File: src/rtl/crypto_round_sequencer_if.sv
// Handshake and round-unit bus for crypto_round_sequencer.
// slave  : the sequencer side (accepts requests, drives the round unit, returns results).
// master : the requester / round-unit / consumer side.
interface crypto_round_sequencer_if;
  logic        in_valid;
  logic        in_ready;
  logic        in_mode;
  logic [15:0] in_key;
  logic [15:0] in_data;
  logic        rnd_mode;
  logic [15:0] rnd_state;
  logic [15:0] rnd_key;
  logic [15:0] rnd_result;
  logic        out_valid;
  logic        out_ready;
  logic [15:0] out_data;

  modport slave (
    input  in_valid, in_mode, in_key, in_data, rnd_result, out_ready,
    output in_ready, rnd_mode, rnd_state, rnd_key, out_valid, out_data
  );

  modport master (
    output in_valid, in_mode, in_key, in_data, rnd_result, out_ready,
    input  in_ready, rnd_mode, rnd_state, rnd_key, out_valid, out_data
  );
endinterface

File: src/rtl/crypto_round_sequencer.sv
// Iterative round controller for the 16-bit cipher datapath.
// Expands a round-key schedule from the request key, then drives an external
// combinational round unit once per cycle, feeding its result back as state.
// Optional feature macro: SEQ_KEY_CACHE_EN -- reuse the stored schedule when
// a new request carries the same key as the one last expanded.
module crypto_round_sequencer #(
  parameter int NUM_ROUNDS = 4
) (
  input  logic                     clk,
  input  logic                     rst_n,
  crypto_round_sequencer_if.slave  bus
);

  localparam int          DATA_W = 16;
  localparam logic [3:0]  LAST   = 4'(NUM_ROUNDS);

  typedef enum logic [1:0] {IDLE, KEYEXP, ROUND, DONE} state_t;

  state_t              state_q;
  logic [3:0]          ctr_q;
  logic                mode_q;
  logic [DATA_W-1:0]   blk_q;
  // Sized to the full 4-bit counter range so the counter indexes it directly.
  logic [DATA_W-1:0]   kreg_q [16];
  logic                in_ready_q;
  logic                out_valid_q;
  logic [DATA_W-1:0]   out_data_q;

  logic                in_round;
  logic [3:0]          rk_idx;
  logic                accept;

`ifdef SEQ_KEY_CACHE_EN
  logic                cache_vld_q;
  logic                cache_hit;
  assign cache_hit = cache_vld_q && (bus.in_key == kreg_q[0]);
`endif

  function automatic logic [DATA_W-1:0] rotl3(input logic [DATA_W-1:0] k);
    return {k[12:0], k[15:13]};
  endfunction

  function automatic logic [DATA_W-1:0] key_step(input logic [DATA_W-1:0] k,
                                                 input logic [3:0]        r);
    return rotl3(k) ^ {12'h000, r};
  endfunction

  assign accept   = bus.in_valid && in_ready_q;
  assign in_round = (state_q == ROUND);
  // Decrypt walks the schedule backwards; modular 4-bit arithmetic is exact
  // because the result always lies in 1..NUM_ROUNDS.
  assign rk_idx   = mode_q ? (LAST + 4'd1 - ctr_q) : ctr_q;

  assign bus.in_ready  = in_ready_q;
  assign bus.out_valid = out_valid_q;
  assign bus.out_data  = out_data_q;
  assign bus.rnd_mode  = in_round & mode_q;
  assign bus.rnd_state = in_round ? blk_q : '0;
  assign bus.rnd_key   = in_round ? kreg_q[rk_idx] : '0;

  // Sequencer FSM: accept, expand keys, iterate rounds, hold result.
  always_ff @(posedge clk) begin
    if (!rst_n) begin
      state_q     <= IDLE;
      ctr_q       <= 4'd0;
      mode_q      <= 1'b0;
      blk_q       <= '0;
      in_ready_q  <= 1'b0;
      out_valid_q <= 1'b0;
      out_data_q  <= '0;
      for (int i = 0; i < 16; i++) kreg_q[i] <= '0;
`ifdef SEQ_KEY_CACHE_EN
      cache_vld_q <= 1'b0;
`endif
    end else begin
      case (state_q)
        IDLE: begin
          in_ready_q <= 1'b1;
          if (accept) begin
            in_ready_q <= 1'b0;
            mode_q     <= bus.in_mode;
            kreg_q[0]  <= bus.in_key;
            blk_q      <= bus.in_mode ? bus.in_data : (bus.in_data ^ bus.in_key);
            ctr_q      <= 4'd1;
`ifdef SEQ_KEY_CACHE_EN
            if (cache_hit) begin
              state_q <= ROUND;
            end else begin
              cache_vld_q <= 1'b0;
              state_q     <= KEYEXP;
            end
`else
            state_q    <= KEYEXP;
`endif
          end
        end
        KEYEXP: begin
          kreg_q[ctr_q] <= key_step(kreg_q[ctr_q - 4'd1], ctr_q);
          if (ctr_q == LAST) begin
            ctr_q   <= 4'd1;
            state_q <= ROUND;
`ifdef SEQ_KEY_CACHE_EN
            cache_vld_q <= 1'b1;
`endif
          end else begin
            ctr_q <= ctr_q + 4'd1;
          end
        end
        ROUND: begin
          blk_q <= bus.rnd_result;
          if (ctr_q == LAST) begin
            out_data_q  <= mode_q ? (bus.rnd_result ^ kreg_q[0]) : bus.rnd_result;
            out_valid_q <= 1'b1;
            ctr_q       <= 4'd0;
            state_q     <= DONE;
          end else begin
            ctr_q <= ctr_q + 4'd1;
          end
        end
        DONE: begin
          if (bus.out_ready) begin
            out_valid_q <= 1'b0;
            in_ready_q  <= 1'b1;
            state_q     <= IDLE;
          end
        end
        default: state_q <= IDLE;
      endcase
    end
  end

endmodule

File: src/flat_wrapper.sv
// flat-port wrapper written by rule: the top's interface ports become plain ports
module crypto_round_sequencer_flat 
#(
  parameter int NUM_ROUNDS = 4
)
  (clk, rst_n, bus_in_valid, bus_in_mode, bus_in_key, bus_in_data, bus_rnd_result, bus_out_ready, bus_in_ready, bus_rnd_mode, bus_rnd_state, bus_rnd_key, bus_out_valid, bus_out_data);
  crypto_round_sequencer_if bus_i ();
  input  logic clk;
  input  logic rst_n;
  input wire logic [$bits(bus_i.in_valid)-1:0] bus_in_valid;
  input wire logic [$bits(bus_i.in_mode)-1:0] bus_in_mode;
  input wire logic [$bits(bus_i.in_key)-1:0] bus_in_key;
  input wire logic [$bits(bus_i.in_data)-1:0] bus_in_data;
  input wire logic [$bits(bus_i.rnd_result)-1:0] bus_rnd_result;
  input wire logic [$bits(bus_i.out_ready)-1:0] bus_out_ready;
  output wire logic [$bits(bus_i.in_ready)-1:0] bus_in_ready;
  output wire logic [$bits(bus_i.rnd_mode)-1:0] bus_rnd_mode;
  output wire logic [$bits(bus_i.rnd_state)-1:0] bus_rnd_state;
  output wire logic [$bits(bus_i.rnd_key)-1:0] bus_rnd_key;
  output wire logic [$bits(bus_i.out_valid)-1:0] bus_out_valid;
  output wire logic [$bits(bus_i.out_data)-1:0] bus_out_data;
  assign bus_i.in_valid = bus_in_valid;
  assign bus_i.in_mode = bus_in_mode;
  assign bus_i.in_key = bus_in_key;
  assign bus_i.in_data = bus_in_data;
  assign bus_i.rnd_result = bus_rnd_result;
  assign bus_i.out_ready = bus_out_ready;
  assign bus_in_ready = bus_i.in_ready;
  assign bus_rnd_mode = bus_i.rnd_mode;
  assign bus_rnd_state = bus_i.rnd_state;
  assign bus_rnd_key = bus_i.rnd_key;
  assign bus_out_valid = bus_i.out_valid;
  assign bus_out_data = bus_i.out_data;
  crypto_round_sequencer #(.NUM_ROUNDS(NUM_ROUNDS)) u_core (.clk(clk), .rst_n(rst_n), .bus(bus_i));
endmodule
File: config.mk
export PLATFORM = sky130hd
export DESIGN_NAME = crypto_round_sequencer_flat
export DESIGN_NICKNAME = d
export VERILOG_FILES = /design/src/rtl/crypto_round_sequencer_if.sv /design/src/rtl/crypto_round_sequencer.sv /design/src/flat_wrapper.sv
export SDC_FILE = /design/constraint.sdc
export NUM_CORES = 1
export LEC_CHECK = 0
export ABC_AREA = 0
export BUFFER_PORTS_ARGS = -buffer_cell sky130_fd_sc_hd__buf_2
export CORE_MARGIN = 2
export CORE_UTILIZATION = 36
export DETAILED_ROUTE_END_ITERATION = 16
export PLACE_DENSITY = 0.64
export SETUP_SLACK_MARGIN = 0.1
export SKIP_CTS_REPAIR_TIMING = 1
export SYNTH_ARGS = -nofsm -noshare
export SYNTH_HDL_FRONTEND = slang
export SYNTH_SLANG_ARGS = --single-unit
File: constraint.sdc
create_clock -name clk -period 2.9 [get_ports clk]
set_input_delay 0.725 -clock clk [delete_from_list [all_inputs] [get_ports clk]]
set_output_delay 0.725 -clock clk [all_outputs]
set_load 0.005 [all_outputs]
==> metrics <==
CTS Root Cell=clkbuf_16; top cell type's share of synthesized area=48.2%; Crit path required time=2.17 ns; RSZ-0062 raised after global routing=true; Largest stage delay, worst path=0.55 ns; Post-DP Area=17800 um2; CTS max path bufs=3; sequential share of the synthesized area=53.3%; CTS tree=yes; Die W=215 um; Syn. warnings=0; Cell Pwr Density=943 nW/um2; synth unique cells=47; post-route cell area=19600 um2; P&R area growth vs syn=23.0%; Startpoint Class=flop; fin crit share=114%; Post-DRT Antenna Nets=0; fmax=303 MHz; row count=77; Slew @ Worst Pin=0.694 ns; Via density=5.76; CP Max Fanout=9; PortBufs=103; initial core utilization=36.2%; asr flop ratio synth=0%; critical path, cell by cell=xnor2_4 > buf_12 > clkbuf_16 > mux4_2 > a22oi_2 > nand2_1 > buf_2; Reg clk slew, reported paths=0.07 ns; register area=8520 um2; Max Cap Viol=0; final count of negative-setup-slack endpoints=16; Max Slew Vio Count=0; worst rel slew slack=53.7%; failing checks=setup timing; Starting DRT DRC Count=1535; Vias=11600; Pwr Total=18500 uW; # DRC=0; I/O Pins=104; Primary FF master, synth=edfxtp_1; crit path capture type=primary output; Hold Crit Class=in2reg; die area=46000 um2; fraction of layout cells with a size suffix above 1=35.6%; area of the multi-input gates=7130 um2; wire length on met2=24300 um; Pleak=0.00719 uW; DR pass1 iterations=5; DP Cell Count=1927; TritonCTS Buffers=31; CP Class=reg2out; Total GRT Usage=21.0%; status=complete, but fails checks; initial antenna violation count=0; first-pass GRT wire length=73000 um; Place WS=0.118 ns; H-tree Lvls=1; post-synthesis net count=1298; die height=215 um; DRT met1 WL=19500 um; met3 wire length=5390 um; CP max stage cell=mux4_2; Synth area leader=edfxtp_1; CTS sink count=297; core footprint=44000 um2; DR top layer=met4; maximum vdd ir drop=648 uV; gpl congestion=0.845; Avg Cell Area, Syn=12.9 um2; n_diodes=0; Cells after Synth=1233; Post-synth EDFFs=256; min cycle time layout=3.30 ns; Final Skew=0.0283 ns; synthesized cell area=16000 um2; vias in the first global route=11200; final setup margin=-0.405 ns; Final Hold Fails=0; register bit total from synthesis=297; routed wire length=51000 um; worst skew pair latency=0.61 ns; largest net degree at the start of global routing=58; Area contributors post-synth=edfxtp_1 (48%), mux4_2 (19%), nor2_1 (6.1%); drt wl/cell=25.3 um; CP arrival=2.58 ns; dpl hpwl=33800 um; post-layout net count=1461; fillers=3929; Non-Filler Instances=2013; grt ovf=0
area by class of cell:
type | instances | share of cell area (%)
Sequential cell | 297 | 43.4
Clock inverter | 19 | 1.19
Clock buffer | 39 | 4.26
Timing Repair Buffer | 234 | 10.9
Inverter | 6 | 0.153
Multi-Input combinational cell | 826 | 36.3
Tap cell | 592 | 3.77
synth_stat cells, types with 3 or more instances:
cell,count
a211oi_1,16
xnor2_1,23
buf_4,19
buf_1,6
clkbuf_1,50
xor2_1,17
inv_1,4
a2bb2oi_1,13
edfxtp_1,256
a21oi_1,23
o21a_1,3
nand3_1,8
buf_6,10
nor2_1,261
and3_1,7
mux4_2,133
and2_1,18
mux2_2,15
dfxtp_1,41
nand2_1,121
o21ai_0,34
nor2b_1,20
buf_2,17
ha_1,12
xnor2_2,3
a22oi_1,34
mux2i_1,35
nor2_2,10
placed cells by master (no fill, tap or decap), drive strengths merged, types with 2 or more instances in the layout:
cell type,Yosys,routed
mux2,15,15
a211oi,16,16
a21oi,23,23
o21ai,38,38
mux2i,35,35
nand3,8,8
clkinvlp,0,5
clkbuf,51,48
a22oi,34,34
o221ai,2,2
xnor2,26,26
mux4,133,133
edfxtp,256,256
a31oi,2,2
and2,18,18
ha,12,12
bufinv,0,4
and3,7,7
xor2,18,18
dfxtp,41,41
nand2,121,121
nor2,271,271
nor2b,20,20
inv,4,7
buf,53,225
o21a,3,3
clkinv,2,9
a2bb2oi,13,13
worst max-delay path, delay by kind of cell (launching register included):
kind / cells / cell delay (ns)
buffers and inverters: 3 / 0.53
AO/OA/AOI/OAI: 1 / 0.18
AND/OR/NAND/NOR: 1 / 0.10
XOR/XNOR: 1 / 0.22
multiplexers: 1 / 0.55
flip-flops: 1 / 0.39
flip-flops by register name (all words and copies together) (netlist names):
name and count:
u_core.blk_q 16, u_core.bus.out_data 16, u_core.bus.out_valid 1, u_core.ctr_q 4
u_core.mode_q 1, u_core.state_q 2, u_core.bus.in_ready 1, u_core.kreg_q 256
path summary, 6_finish.rpt:
check,slack (ns),startpoint,depth (start not counted),endpoint
hold / removal,0.45,bus_in_key[12],3,u_core.kreg_q[0][12]$_DFFE_PP_
setup reg to reg,0.16,u_core.ctr_q[0]$_SDFFE_PN0P_,9,u_core.kreg_q[10][0]$_SDFFCE_PN0P_
setup / recovery,-0.40,u_core.ctr_q[0]$_SDFFE_PN0P_,7,bus_rnd_key[3]
hold reg to reg,0.45,u_core.blk_q[2]$_SDFFE_PN0P_,2,u_core.blk_q[2]$_SDFFE_PN0P_
report_power, final:
group	leakage (uW)	switching [uW]	internal (uW)
registers	0.00298	296	5000
clock network	0.000510	1780	2420
logic	0.00370	4760	4260
total	0.00719	6830	11700
stage by stage:
step	setup TNS (ns)	hold WS, ns	util [%]
2_1_floorplan	0	0.432	-
3_3_place_gp	0	0.438	40.5
3_5_place_dp	0	0.442	40.5
4_1_cts	-7.18	0.423	43.0
5_1_grt	-6.45	0.464	44.6
6_report	-5.78	0.447	44.6
logic make-up after synthesis:
logic type | synth area share (%)
multiplexers | 22.0
buffers and inverters | 3.75
AO/OA/AOI/OAI | 5.65
AND/OR/NAND/NOR | 11.6
flip-flops | 53.3
XOR/XNOR | 2.67
adder cells (fa/ha/maj) | 0.941
per-layer routing:
layer,track usage (%),up-vias
met1,27.5,5774
li1,-,4916
met3,4.14,128
met4,7.73,0
met5,0,-
met2,34.8,774
(Power assumes the default switching activity.)
